$ cat config.mk
export PLATFORM = sky130hd
export DESIGN_NAME = vmem_arbiter
export DESIGN_NICKNAME = d
export VERILOG_FILES = /design/src/rtl/vmem_arbiter.sv
export SDC_FILE = /design/constraint.sdc
export NUM_CORES = 1
export LEC_CHECK = 0
export BUFFER_PORTS_ARGS = -buffer_cell sky130_fd_sc_hd__buf_4
export CORE_ASPECT_RATIO = 0.7
export CORE_MARGIN = 8
export CORE_UTILIZATION = 25
export DETAILED_ROUTE_END_ITERATION = 8
export PLACE_DENSITY = 0.54
export RECOVER_POWER = 25
export SYNTH_ARGS = -nofsm -noshare
export SYNTH_HDL_FRONTEND = slang
export SYNTH_SLANG_ARGS = --single-unit
$ cat constraint.sdc
create_clock -name clk_i -period 1.9 [get_ports clk_i]
set_clock_uncertainty 0.15 [all_clocks]
set_input_delay 0.38 -clock clk_i [delete_from_list [all_inputs] [get_ports clk_i]]
set_output_delay 0.38 -clock clk_i [all_outputs]
set_load 0.05 [all_outputs]
$ cat src/rtl/vmem_arbiter.sv
// vmem_arbiter: single-port text buffer owner. Display reads win every cycle
// they ask, the clear engine sweeps on free cycles, the write port gets the rest.
module vmem_arbiter #(
  parameter int            AW        = 12,
  parameter int            DW        = 16,
  parameter int            DEPTH     = 2100,
  parameter logic [DW-1:0] CLR_VALUE = 16'h0720
) (
  input  logic          clk_i,
  input  logic          rst_i,
  input  logic          disp_req_i,
  input  logic [AW-1:0] disp_addr_i,
  output logic          disp_rvalid_o,
  output logic [DW-1:0] disp_rdata_o,
  input  logic          wr_valid_i,
  output logic          wr_ready_o,
  input  logic [AW-1:0] wr_addr_i,
  input  logic [DW-1:0] wr_data_i,
  output logic          wr_oob_o,
  input  logic          clr_start_i,
  output logic          clr_busy_o,
  output logic          clr_done_o,
  output logic          mem_en_o,
  output logic          mem_we_o,
  output logic [AW-1:0] mem_addr_o,
  output logic [DW-1:0] mem_wdata_o,
  input  logic [DW-1:0] mem_rdata_i
);

  localparam logic [AW:0]   DEPTH_W  = (AW+1)'(DEPTH);
  localparam logic [AW-1:0] CNT_LAST = AW'(DEPTH - 1);
  // stage 0: RAM read issued, stage 1: RAM data on mem_rdata_i
  localparam int STAGES = 1;

  typedef enum logic {IDLE = 1'b0, CLEAR = 1'b1} state_t;

  state_t            state_q;
  logic [AW-1:0]     cnt_q;
  logic              clr_done_q;
  logic [STAGES:0]   vld_pipe_q;
  logic [STAGES:0]   inr_pipe_q;
  logic              rvalid_q;
  logic [DW-1:0]     rdata_q;
  logic              en_q, we_q, oob_q;
  logic [AW-1:0]     addr_q;
  logic [DW-1:0]     wdata_q;
  logic              en_d, we_d, oob_d;
  logic [AW-1:0]     addr_d;
  logic [DW-1:0]     wdata_d;

  logic disp_inr, wr_inr, wr_fire, clr_go;

  assign disp_inr   = ({1'b0, disp_addr_i} < DEPTH_W);
  assign wr_inr     = ({1'b0, wr_addr_i} < DEPTH_W);
  assign wr_ready_o = !disp_req_i && (state_q == IDLE);
  assign wr_fire    = wr_valid_i && wr_ready_o;
  // the sweep only advances on cycles the display leaves free
  assign clr_go     = (state_q == CLEAR) && !disp_req_i;

  // pick this cycle's single RAM owner; an out-of-range request still owns the slot
  always_comb begin
    en_d    = 1'b0;
    we_d    = 1'b0;
    oob_d   = 1'b0;
    addr_d  = addr_q;
    wdata_d = wdata_q;
    if (disp_req_i) begin
      en_d   = disp_inr;
      addr_d = disp_addr_i;
    end else if (clr_go) begin
      en_d    = 1'b1;
      we_d    = 1'b1;
      addr_d  = cnt_q;
      wdata_d = CLR_VALUE;
    end else if (wr_fire) begin
      en_d    = wr_inr;
      we_d    = wr_inr;
      oob_d   = !wr_inr;
      addr_d  = wr_addr_i;
      wdata_d = wr_data_i;
    end
  end

  // registered RAM command and write-drop pulse
  always_ff @(posedge clk_i) begin
    if (rst_i) begin
      en_q    <= 1'b0;
      we_q    <= 1'b0;
      oob_q   <= 1'b0;
      addr_q  <= '0;
      wdata_q <= '0;
    end else begin
      en_q    <= en_d;
      we_q    <= we_d;
      oob_q   <= oob_d;
      addr_q  <= addr_d;
      wdata_q <= wdata_d;
    end
  end

  // fixed-latency read return; out-of-range reads return zero, data holds between reads
  always_ff @(posedge clk_i) begin
    if (rst_i) begin
      vld_pipe_q <= '0;
      inr_pipe_q <= '0;
      rvalid_q   <= 1'b0;
      rdata_q    <= '0;
    end else begin
      vld_pipe_q <= {vld_pipe_q[STAGES-1:0], disp_req_i};
      inr_pipe_q <= {inr_pipe_q[STAGES-1:0], disp_inr};
      rvalid_q   <= vld_pipe_q[STAGES];
      if (vld_pipe_q[STAGES])
        rdata_q <= inr_pipe_q[STAGES] ? mem_rdata_i : '0;
    end
  end

  // clear engine: sweep 0..DEPTH-1 once, a new start while busy is ignored
  always_ff @(posedge clk_i) begin
    if (rst_i) begin
      state_q    <= IDLE;
      cnt_q      <= '0;
      clr_done_q <= 1'b0;
    end else begin
      clr_done_q <= 1'b0;
      case (state_q)
        IDLE: begin
          if (clr_start_i) begin
            state_q <= CLEAR;
            cnt_q   <= '0;
          end
        end
        CLEAR: begin
          if (clr_go) begin
            if (cnt_q == CNT_LAST) begin
              state_q    <= IDLE;
              clr_done_q <= 1'b1;
            end else begin
              cnt_q <= cnt_q + 1'b1;
            end
          end
        end
        default: state_q <= IDLE;
      endcase
    end
  end

  assign clr_busy_o    = (state_q == CLEAR);
  assign clr_done_o    = clr_done_q;
  assign wr_oob_o      = oob_q;
  assign disp_rvalid_o = rvalid_q;
  assign disp_rdata_o  = rdata_q;
  assign mem_en_o      = en_q;
  assign mem_we_o      = we_q;
  assign mem_addr_o    = addr_q;
  assign mem_wdata_o   = wdata_q;

endmodule

==> results.toml, run 1 <==
[run_status]
outcome = "finished clean"

[power_and_ir_drop]
power.total_mw = 3.89
cellLeakagePower_nw = 1.75
p_per_area_nw_per_um2 = 922
vdd_drop_max_mv = 0.430

[timing]
rsz_0062_raised_after_global_routing = "false"
totalNegativeSetupSlack_ns = 0
worst_pin_slew_ns = 0.875
report.final.hold_viol_count = 0
report.final.setup_viol = 0
hold_slack_ns = 0.0969
slew_headroom_pct = 41.6
timing.final.crit_share_pct = 93.5
period_needed_ns = 1.78
drv_slew = 0
max_freq_mhz = 563

[critical_path]
startpoint_type_of_the_worst_setup_path = "flop"
critical-path-max-stage-delay_ns = 0.35
reg2reg_to = "cnt_q[9]"
critPathCaptureType = "output pin"
worst_path_dominant_cell_family = "buffers and inverters"
cp_data_arrival_time_ns = 1.25
most_common_cell_on_crit_path = "sky130_fd_sc_hd__buf_4"
critical_path.slowest_cell = "sky130_fd_sc_hd__dfxtp_2"
r2r.worst_path.cells = 5
critical_path.reg2reg.startpoint = "cnt_q[3]"
critical_path.max_fanout = 31
worst-setup-path-type = "reg -> out"
critPathLaunch = "clr_busy_o"
r2r_slack_ns = 0.13
timing.critical_path.buf_inv = 2
cp.required_ns = 1.37
crit_path_cell_trace = "buf_4 -> buf_4"

[placed_design]
hpwl_after_dpl_um = 7140
routabilityCongestion = 0.822
detailed_place.area_um2 = 3930
port_bufs = 111

[clocking]
cts-hold-fix-buffers = 0
clk_pin_slew_ns = 0.05
clock_sink_count = 66
insertion_delay_ns = 0.32
clock_tree.root_cell = "sky130_fd_sc_hd__clkbuf_16"
cts_buffers = 9
htree_num_levels = 3
cts_max_path_buffers = 2
tritoncts = "built"

[synth]
synth_largest_type_area_fraction_pct = 46.8
synthesis.instances = 331
largest_area_contributor_in_the_netlist = "sky130_fd_sc_hd__dfxtp_1"
synthTopCellsByArea = "sky130_fd_sc_hd__dfxtp_1 47%, sky130_fd_sc_hd__nor2_1 8.5%, sky130_fd_sc_hd__a21oi_1 6.0%"
synth_warnings = 0
async_flop_share_pct = 0
synth_commonest_cells = "66 x sky130_fd_sc_hd__dfxtp_1, 64 x sky130_fd_sc_hd__nor2_1, 34 x sky130_fd_sc_hd__a21oi_1"
synth.most_common_cell = "sky130_fd_sc_hd__dfxtp_1"
syn_avg_cell_area_um2 = 8.53
postSynth.topFlopCell = "sky130_fd_sc_hd__dfxtp_1"
synth_cell_type_count = 47
synth_edf_count = 0
seq_area_frac_synth_pct = 46.8
syn-num-nets = 393
synthesis.area_um2 = 2820
ys_ff_latch = 66

[final_layout]
area_growth_pct = 49.6
final_nets = 515
ff_latch_area_um2 = 1320
ratio_of_cells_with_drive_above_1_in_the_final_layout_pct = 31.7
multi_input_area_um2 = 1390
final_design_area_no_fill_um2 = 4220
antenna_cells = 0
filler_cell_count = 1126

[die]
io_pins = 112
row_count = 32
placeableCoreArea_um2 = 11000
die_w_um = 143
floorplan.initialDensity_pct = 25.6
fp.dieH_um = 105
floorplan.die_area_um2 = 15000

[global_routing]
grt_pass1_vias = 2894
maximum_number_of_pins_on_one_net_before_global_route_repair = 32
global_route.overflow_total = 0
grt_antenna_before_repair = 0
grt_first_pass_wirelength_um = 15200
grt_overall_usage_pct = 12.7

[detailed_routing]
count_of_unresolved_drc_violations_after_routing = 0
avgRoutedWirePerCell_um = 15.4
finalWirelength_um = 9420
drt-vias-per-instance = 4.61
detailedRoute.firstPassIterationCount = 4
route.vias.total = 2819
dr.first_iter.drc_count = 156
count_of_antenna_violating_nets_left_after_detailed_routing = 0

[worst_hold_path]
min_path_type = "in -> reg"
worst_hold_startpoint = "disp_addr_i[11]"
worstHoldEndpoint = "inr_pipe_q[0]"
hold_path_stages = 2

[job]
cap_violations = 0
==> through the flow <==
| stage | instances | setup WS (ns) | util, % |
|---|---|---|---|
| floorplan | 331 | 0.128 | - |
| global placement | 595 | 0.0129 | 35.7 |
| detailed placement | 595 | -0.0719 | 35.7 |
| CTS | 611 | 0.0582 | 38.7 |
| global route | 611 | 0.0123 | 38.4 |
| finish | 611 | 0.124 | 38.4 |
==> routing by layer <==
| metal | up-vias | GRT usage [%] | share of wire, % |
|---|---|---|---|
| met2 | 97 | 19.1 | 43 |
| li1 | 1421 | - | - |
| met1 | 1295 | 16.2 | 47 |
| met5 | - | 0 | 0 |
| met4 | 0 | 3.17 | 0.45 |
| met3 | 6 | 6.00 | 9.3 |
==> logic make-up after synthesis <==
| group | synth area share, % |
|---|---|
| multiplexers | 1.06 |
| AND/OR/NAND/NOR | 23.3 |
| AO/OA/AOI/OAI | 23.6 |
| buffers and inverters | 4.74 |
| flip-flops | 46.8 |
| adder cells (fa/ha/maj) | 0.443 |
==> how the worst max path moves through the flow <==
| stage | to | slack [ns] | cells after the start |
|---|---|---|---|
| 2_1_floorplan | mem_addr_o[0] | 0.13 | 6 |
| 3_3_place_gp | mem_en_o | 0.01 | 5 |
| 3_5_place_dp | mem_en_o | -0.07 | 5 |
| 4_1_cts | cnt_q[8] | 0.06 | 5 |
| 5_1_grt | cnt_q[7] | 0.01 | 6 |
| 6_report | clr_busy_o | 0.12 | 2 |
==> timing repair <==
item	CTS	global route
hold endpoints to repair	0	0
setup buffers	0	0
endpoints found under the setup margin	0	10
resized for setup	0	5
==> layout make-up <==
| type | count | share of cell area, % |
|---|---|---|
| clock buffer | 10 | 5.42 |
| clock inverter | 6 | 2.49 |
| inverter | 11 | 0.978 |
| multi-input combinational | 232 | 32.9 |
| sequential | 66 | 31.3 |
| tap | 153 | 4.53 |
| timing repair buffer | 133 | 22.3 |
==> registers in the layout, summed over array words and instances (netlist names) <==
signal,count
inr_pipe_q,2
mem_en_o,1
clr_busy_o,1
cnt_q,12
clr_done_o,1
mem_addr_o,12
disp_rdata_o,16
wr_oob_o,1
mem_we_o,1
mem_wdata_o,16
disp_rvalid_o,1
vld_pipe_q,2
==> cell usage in the layout (no fill, tap or decap), types with 5 or more instances in the layout <==
cell type | netlist | routed
sky130_fd_sc_hd__a21oi_1 | 34 | 34
sky130_fd_sc_hd__a221o_1 | 8 | 8
sky130_fd_sc_hd__a22oi_1 | 12 | 12
sky130_fd_sc_hd__buf_4 | 0 | 118
sky130_fd_sc_hd__clkbuf_1 | 16 | 15
sky130_fd_sc_hd__clkbuf_16 | 0 | 9
sky130_fd_sc_hd__dfxtp_1 | 66 | 64
sky130_fd_sc_hd__inv_1 | 11 | 11
sky130_fd_sc_hd__nand2_1 | 14 | 14
sky130_fd_sc_hd__nand3_1 | 5 | 5
sky130_fd_sc_hd__nor2_1 | 64 | 64
sky130_fd_sc_hd__nor2b_1 | 20 | 20
sky130_fd_sc_hd__nor3_1 | 9 | 9
sky130_fd_sc_hd__o21bai_1 | 8 | 8
==> worst register-to-register path, stage by stage, from the launching register on <==
cell	delay [ns]
sky130_fd_sc_hd__dfxtp_1	0.38
sky130_fd_sc_hd__nor4_4	0.35
sky130_fd_sc_hd__a31oi_2	0.16
sky130_fd_sc_hd__or2_0	0.22
sky130_fd_sc_hd__buf_4	0.17
sky130_fd_sc_hd__a311oi_1	0.24
==> where the power goes <==
part | total, mW | switching [mW] | internal (mW) | leakage (nW)
logic | 0.570 | 0.348 | 0.222 | 1.04
registers | 1.46 | 0.0252 | 1.43 | 0.539
clock network | 1.86 | 0.588 | 1.27 | 0.166
total | 3.89 | 0.961 | 2.93 | 1.75
(Power assumes the default switching activity.)
==> run 2, diff against run 1 <==
CELL_PAD_IN_SITES_DETAIL_PLACEMENT = 1   (was not set)
CELL_PAD_IN_SITES_GLOBAL_PLACEMENT = 1   (was not set)
PLACE_DENSITY = 0.68   (was 0.54)
==> run 2 against run 1 <==
- non-clock buffer count decreased by 2
- critical path type is now reg -> reg
- sequential cell count unchanged
- routed wire length increased by 7.4%
- global-route usage increased by 0.99 points
==> results.toml, run 2 (synthesized netlist as in run 1, its figures left out) <==
[run_status]
outcome = "finished clean"

[clocking]
tritoncts = "built"
cts-hold-fix-buffers = 0
cts_max_path_buffers = 2
clk_pin_slew_ns = 0.06
clock_sink_count = 66
clock_tree.root_cell = "sky130_fd_sc_hd__clkbuf_16"
cts_buffers = 9
insertion_delay_ns = 0.33
htree_num_levels = 3

[final_layout]
filler_cell_count = 1302
layout_commonest_cell = "sky130_fd_sc_hd__buf_4"
antenna_cells = 0
ff_latch_area_um2 = 1330
mostFrequentLayoutCells = "108 x sky130_fd_sc_hd__buf_4, 63 x sky130_fd_sc_hd__nor2_1, 62 x sky130_fd_sc_hd__dfxtp_1"
final_design_area_no_fill_um2 = 4180
area_growth_pct = 48.1
ratio_of_cells_with_drive_above_1_in_the_final_layout_pct = 30.9
final_nets = 513
stdcell_count = 609
multi_input_area_um2 = 1410

[detailed_routing]
count_of_unresolved_drc_violations_after_routing = 0
drt-vias-per-instance = 4.70
detailedRoute.firstPassIterationCount = 4
finalWirelength_um = 10100
route.vias.total = 2862
avgRoutedWirePerCell_um = 16.6
count_of_antenna_violating_nets_left_after_detailed_routing = 0
dr.first_iter.drc_count = 102

[critical_path]
r2r_slack_ns = 0.06
critPathCaptureType = "flop"
critical_path.max_fanout = 5
cp_data_arrival_time_ns = 1.89
cp.required_ns = 1.95
critical_path.reg2reg.startpoint = "cnt_q[0]"
worst-setup-path-type = "reg -> reg"
startpoint_type_of_the_worst_setup_path = "flop"
r2r.worst_path.cells = 5
reg2reg_to = "cnt_q[10]"

[global_routing]
grt_pass1_vias = 3163
grt_antenna_before_repair = 0
global_route.overflow_total = 0
maximum_number_of_pins_on_one_net_before_global_route_repair = 33
grt_overall_usage_pct = 13.7
grt_first_pass_wirelength_um = 16400

[placed_design]
dpl.cell_count = 592
hpwl_after_dpl_um = 7820
routabilityCongestion = 0.806
port_bufs = 111
detailed_place.area_um2 = 3910

[power_and_ir_drop]
p_per_area_nw_per_um2 = 910
combinational_share_of_power_pct = 14.8
clock_power_share_pct = 46.7
cellLeakagePower_nw = 1.70
switchingPower_mw = 1.01
power.switching_fraction_pct = 26.6
seq_pwr_share_pct = 38.4
vdd_drop_max_mv = 0.479
cell_internal_pwr_mw = 2.79

[die]
io_pins = 112
floorplan.die_area_um2 = 15000
floorplan.initialDensity_pct = 25.6
placeableCoreArea_um2 = 11000
fp.dieH_um = 105
row_count = 32
die_w_um = 143

[timing]
period_needed_ns = 1.84
hold_slack_ns = 0.0922
report.final.hold_viol_count = 0
report.final.setup_viol = 0
timing.final.crit_share_pct = 97.0
drv_slew = 0
slew_headroom_pct = 47.2
worst_pin_slew_ns = 0.792
max_freq_mhz = 543
rsz_0062_raised_after_global_routing = "false"

[worst_hold_path]
hold_path_stages = 2
worstHoldEndpoint = "inr_pipe_q[0]"
min_path_type = "in -> reg"
worst_hold_startpoint = "disp_addr_i[11]"

[job]
cap_violations = 0
run 2: changes by cell type in the layout (fill, tap and decap cells not counted), sizes merged:
| cell | before | now |
|---|---|---|
| clkbuf | 24 | 32 |
| clkinvlp | 0 | 2 |
| buf | 119 | 108 |
| bufinv | 3 | 2 |
run 2: layer usage:
| metal | GRT usage, % | vias to the layer above | routed length [um] |
|---|---|---|---|
| met5 | 0 | - | 0 |
| met4 | 4.23 | 0 | 125 |
| met3 | 5.68 | 9 | 817 |
| met2 | 21.2 | 89 | 4430 |
| met1 | 17.1 | 1348 | 4750 |
| li1 | - | 1416 | - |
run 2: area by class of cell:
cell class | count | share of cell area [%]
Multi-Input combinational cell | 232 | 33.6
Sequential cell | 66 | 31.7
Timing Repair Buffer | 131 | 21.5
Clock buffer | 9 | 5.39
Tap cell | 153 | 4.58
Clock inverter | 7 | 2.24
Inverter | 11 | 0.987
run 2: what timing repair did:
item                                    4_1_cts  5_1_grt
gates resized for setup                       0        9
buffers inserted                              0        1
endpoints found under the setup margin        0        9
run 2: through the flow:
stage	worst slack [ns]	total power [mW]	TNS (ns)	util, %
floorplan	0.128	1.82	0	-
global placement	-0.0306	2.07	-0.0306	35.5
detailed placement	-0.0582	2.07	-0.0814	35.5
CTS	0.0201	3.88	0	38.4
global route	0.0185	3.97	0	38.0
finish	0.0579	3.80	0	38.0
run 2: how the worst max path moves through the flow:
| stage | startpoint | end | depth (start not counted) |
|---|---|---|---|
| 5_1_grt | cnt_q[11] | cnt_q[7] | 5 |
| 2_1_floorplan | clr_busy_o | mem_addr_o[0] | 6 |
| 4_1_cts | cnt_q[0] | cnt_q[11] | 6 |
| 3_5_place_dp | wr_addr_i[10] | mem_en_o | 5 |
| 6_report | cnt_q[0] | cnt_q[10] | 5 |
| 3_3_place_gp | wr_addr_i[10] | mem_en_o | 5 |
run 2: power groups by stage:
stage / Clock (mW) / Combinational (mW) / Sequential, mW
6_report: 1.78 / 0.564 / 1.46
5_1_grt: 1.89 / 0.607 / 1.47
4_1_cts: 1.84 / 0.582 / 1.46
3_5_place_dp: 0 / 0.581 / 1.49
3_3_place_gp: 0 / 0.574 / 1.49
2_1_floorplan: 0 / 0.179 / 1.64
run 2: critical path, cell delays in order (launching register included):
cell and delay [ns]:
sky130_fd_sc_hd__dfxtp_2 0.38, sky130_fd_sc_hd__ha_2 0.20, sky130_fd_sc_hd__nand3_1 0.17, sky130_fd_sc_hd__nor4_1 0.53
sky130_fd_sc_hd__nand2b_1 0.20, sky130_fd_sc_hd__a311oi_2 0.09
==> run 3, diff against run 2 <==
CORE_ASPECT_RATIO = not set   (was 0.7)
CORE_UTILIZATION = 34   (was 25)
PLACE_DENSITY = 0.85   (was 0.68)
==> run 3 against run 2 <==
- sequential share of layout area grew 1.2 points
- sequential power about the same
- non-clock buffer count stayed put
- combinational power about the same
- die area decreased by 24%
- count of clock-buffer cells in the layout is 2 higher
- global-route usage up 3.8 points
- final cell count is 7.9% lower
- largest power group is now sequential cells
- highest routed layer unchanged
==> results.toml, run 3 (synthesized netlist as in run 1, its figures left out) <==
[run_status]
outcome = "finished clean"

[clocking]
htree_num_levels = 3
cts_buffers = 9
clock_tree.root_cell = "sky130_fd_sc_hd__clkbuf_8"
insertion_delay_ns = 0.33
cts.repair_timing.setup_buffer_count = 0
cts-hold-fix-buffers = 0
clock_sink_count = 66
post_cts_resized = 1
tritoncts = "built"
cts_max_path_buffers = 2
clk_pin_slew_ns = 0.07

[die]
fp.dieH_um = 107
floorplan.initialDensity_pct = 34.7
die_w_um = 107
row_count = 33
placeableCoreArea_um2 = 8130
floorplan.die_area_um2 = 11500
io_pins = 112

[worst_hold_path]
min_path_type = "in -> reg"
worstHoldEndpoint = "inr_pipe_q[0]"
worst_hold_startpoint = "disp_addr_i[11]"
hold_path_stages = 2

[timing]
report.final.setup_viol = 0
drv_slew = 0
report.final.hold_viol_count = 0
hold_slack_ns = 0.106
timing.final.crit_share_pct = 94.8
totalNegativeSetupSlack_ns = 0
slew_headroom_pct = 27.0
max_freq_mhz = 555
worst_pin_slew_ns = 1.09
period_needed_ns = 1.80
rsz_0062_raised_after_global_routing = "false"
timing.final.ws_setup_ns = 0.0979

[critical_path]
cp.required_ns = 1.95
startpoint_type_of_the_worst_setup_path = "flop"
reg2reg_to = "cnt_q[9]"
critical_path.slowest_cell = "sky130_fd_sc_hd__or3_1"
crit_path_cell_trace = "buf_4 -> nand2_1 -> or3_1 -> o41ai_2 -> a311oi_1"
critical_path.max_fanout = 5
critPathCaptureType = "flop"
worst-setup-path-type = "reg -> reg"
critical-path-max-stage-delay_ns = 0.46
cp_data_arrival_time_ns = 1.85
r2r.worst_path.cells = 5
r2r_slack_ns = 0.1
critical_path.reg2reg.startpoint = "cnt_q[2]"

[power_and_ir_drop]
power.total_mw = 3.31
vdd_drop_max_mv = 0.375
p_per_area_nw_per_um2 = 825
cellLeakagePower_nw = 1.67

[global_routing]
grt_util_met2_pct = 31.3
grt_antenna_before_repair = 0
grt_pass1_vias = 3213
grt.met1_usage_pct = 20.0
maximum_number_of_pins_on_one_net_before_global_route_repair = 29
grt_first_pass_wirelength_um = 16300
grtUsageMet3_pct = 4.44
busiest_layer = "met2"
global_route.overflow_total = 0
grt_overall_usage_pct = 17.6

[final_layout]
ratio_of_cells_with_drive_above_1_in_the_final_layout_pct = 30.9
area_growth_pct = 42.3
final_design_area_no_fill_um2 = 4020
stdcell_count = 561
layout_commonest_cell = "sky130_fd_sc_hd__buf_4"
filler_cell_count = 1009
antenna_cells = 0
final_nets = 513
final_util_pct = 49.4
mostFrequentLayoutCells = "111 x sky130_fd_sc_hd__buf_4, 64 x sky130_fd_sc_hd__dfxtp_1, 63 x sky130_fd_sc_hd__nor2_1"

[placed_design]
routabilityCongestion = 0.866
hpwl_after_dpl_um = 7620
port_bufs = 111
preCtsSetupSlack_ns = -0.0612
dpl.cell_count = 545
detailed_place.area_um2 = 3850

[detailed_routing]
route.vias.total = 2889
finalWirelength_um = 10200
detailedRoute.firstPassIterationCount = 4
count_of_antenna_violating_nets_left_after_detailed_routing = 0
dr.first_iter.drc_count = 129
count_of_unresolved_drc_violations_after_routing = 0
avgRoutedWirePerCell_um = 18.1
drt-vias-per-instance = 5.15

[job]
cap_violations = 0
-- run 3: cell count changes in the layout (fill, tap and decap cells not counted), sizes merged --
cell	before	now
clkinvlp	2	0
clkbuf	32	31
buf	108	111
-- run 3: final cells by class --
cell class | count | area, um2 | area share, %
clock buffer | 11 | 131 | 3.27
clock inverter | 5 | 78.8 | 1.96
inverter | 11 | 41.3 | 1.03
multi-input combinational | 232 | 1400 | 34.8
sequential | 66 | 1320 | 33.0
tap | 105 | 131 | 3.27
timing repair buffer | 131 | 913 | 22.7
-- run 3: layer usage --
layer  up-vias  share of wire, %
li1       1409                 -
met1      1408                42
met2        67                52
met3         5               4.7
met4         0              0.96
met5         -                 0
-- run 3: how the worst max path moves through the flow --
stage                    end  depth (start not counted)           from
2_1_floorplan  mem_addr_o[0]                          6     clr_busy_o
3_3_place_gp        mem_en_o                          6  wr_addr_i[10]
3_5_place_dp        mem_en_o                          6  wr_addr_i[10]
4_1_cts             cnt_q[9]                          5       cnt_q[2]
5_1_grt             cnt_q[9]                          4     clr_busy_o
6_report            cnt_q[9]                          5       cnt_q[2]
-- run 3: worst max-delay path: cells and delay by family (launching register included) --
kind / cells / cell delay (ns)
flops: 1 / 0.38
compound gates: 2 / 0.41
simple gates: 2 / 0.58
buf+inv: 1 / 0.14
-- run 3: power by group --
part | switching, mW | internal, mW | leakage (nW)
clock network | 0.550 | 0.739 | 0.107
logic | 0.348 | 0.216 | 1.02
registers | 0.0294 | 1.43 | 0.539
total | 0.928 | 2.39 | 1.67
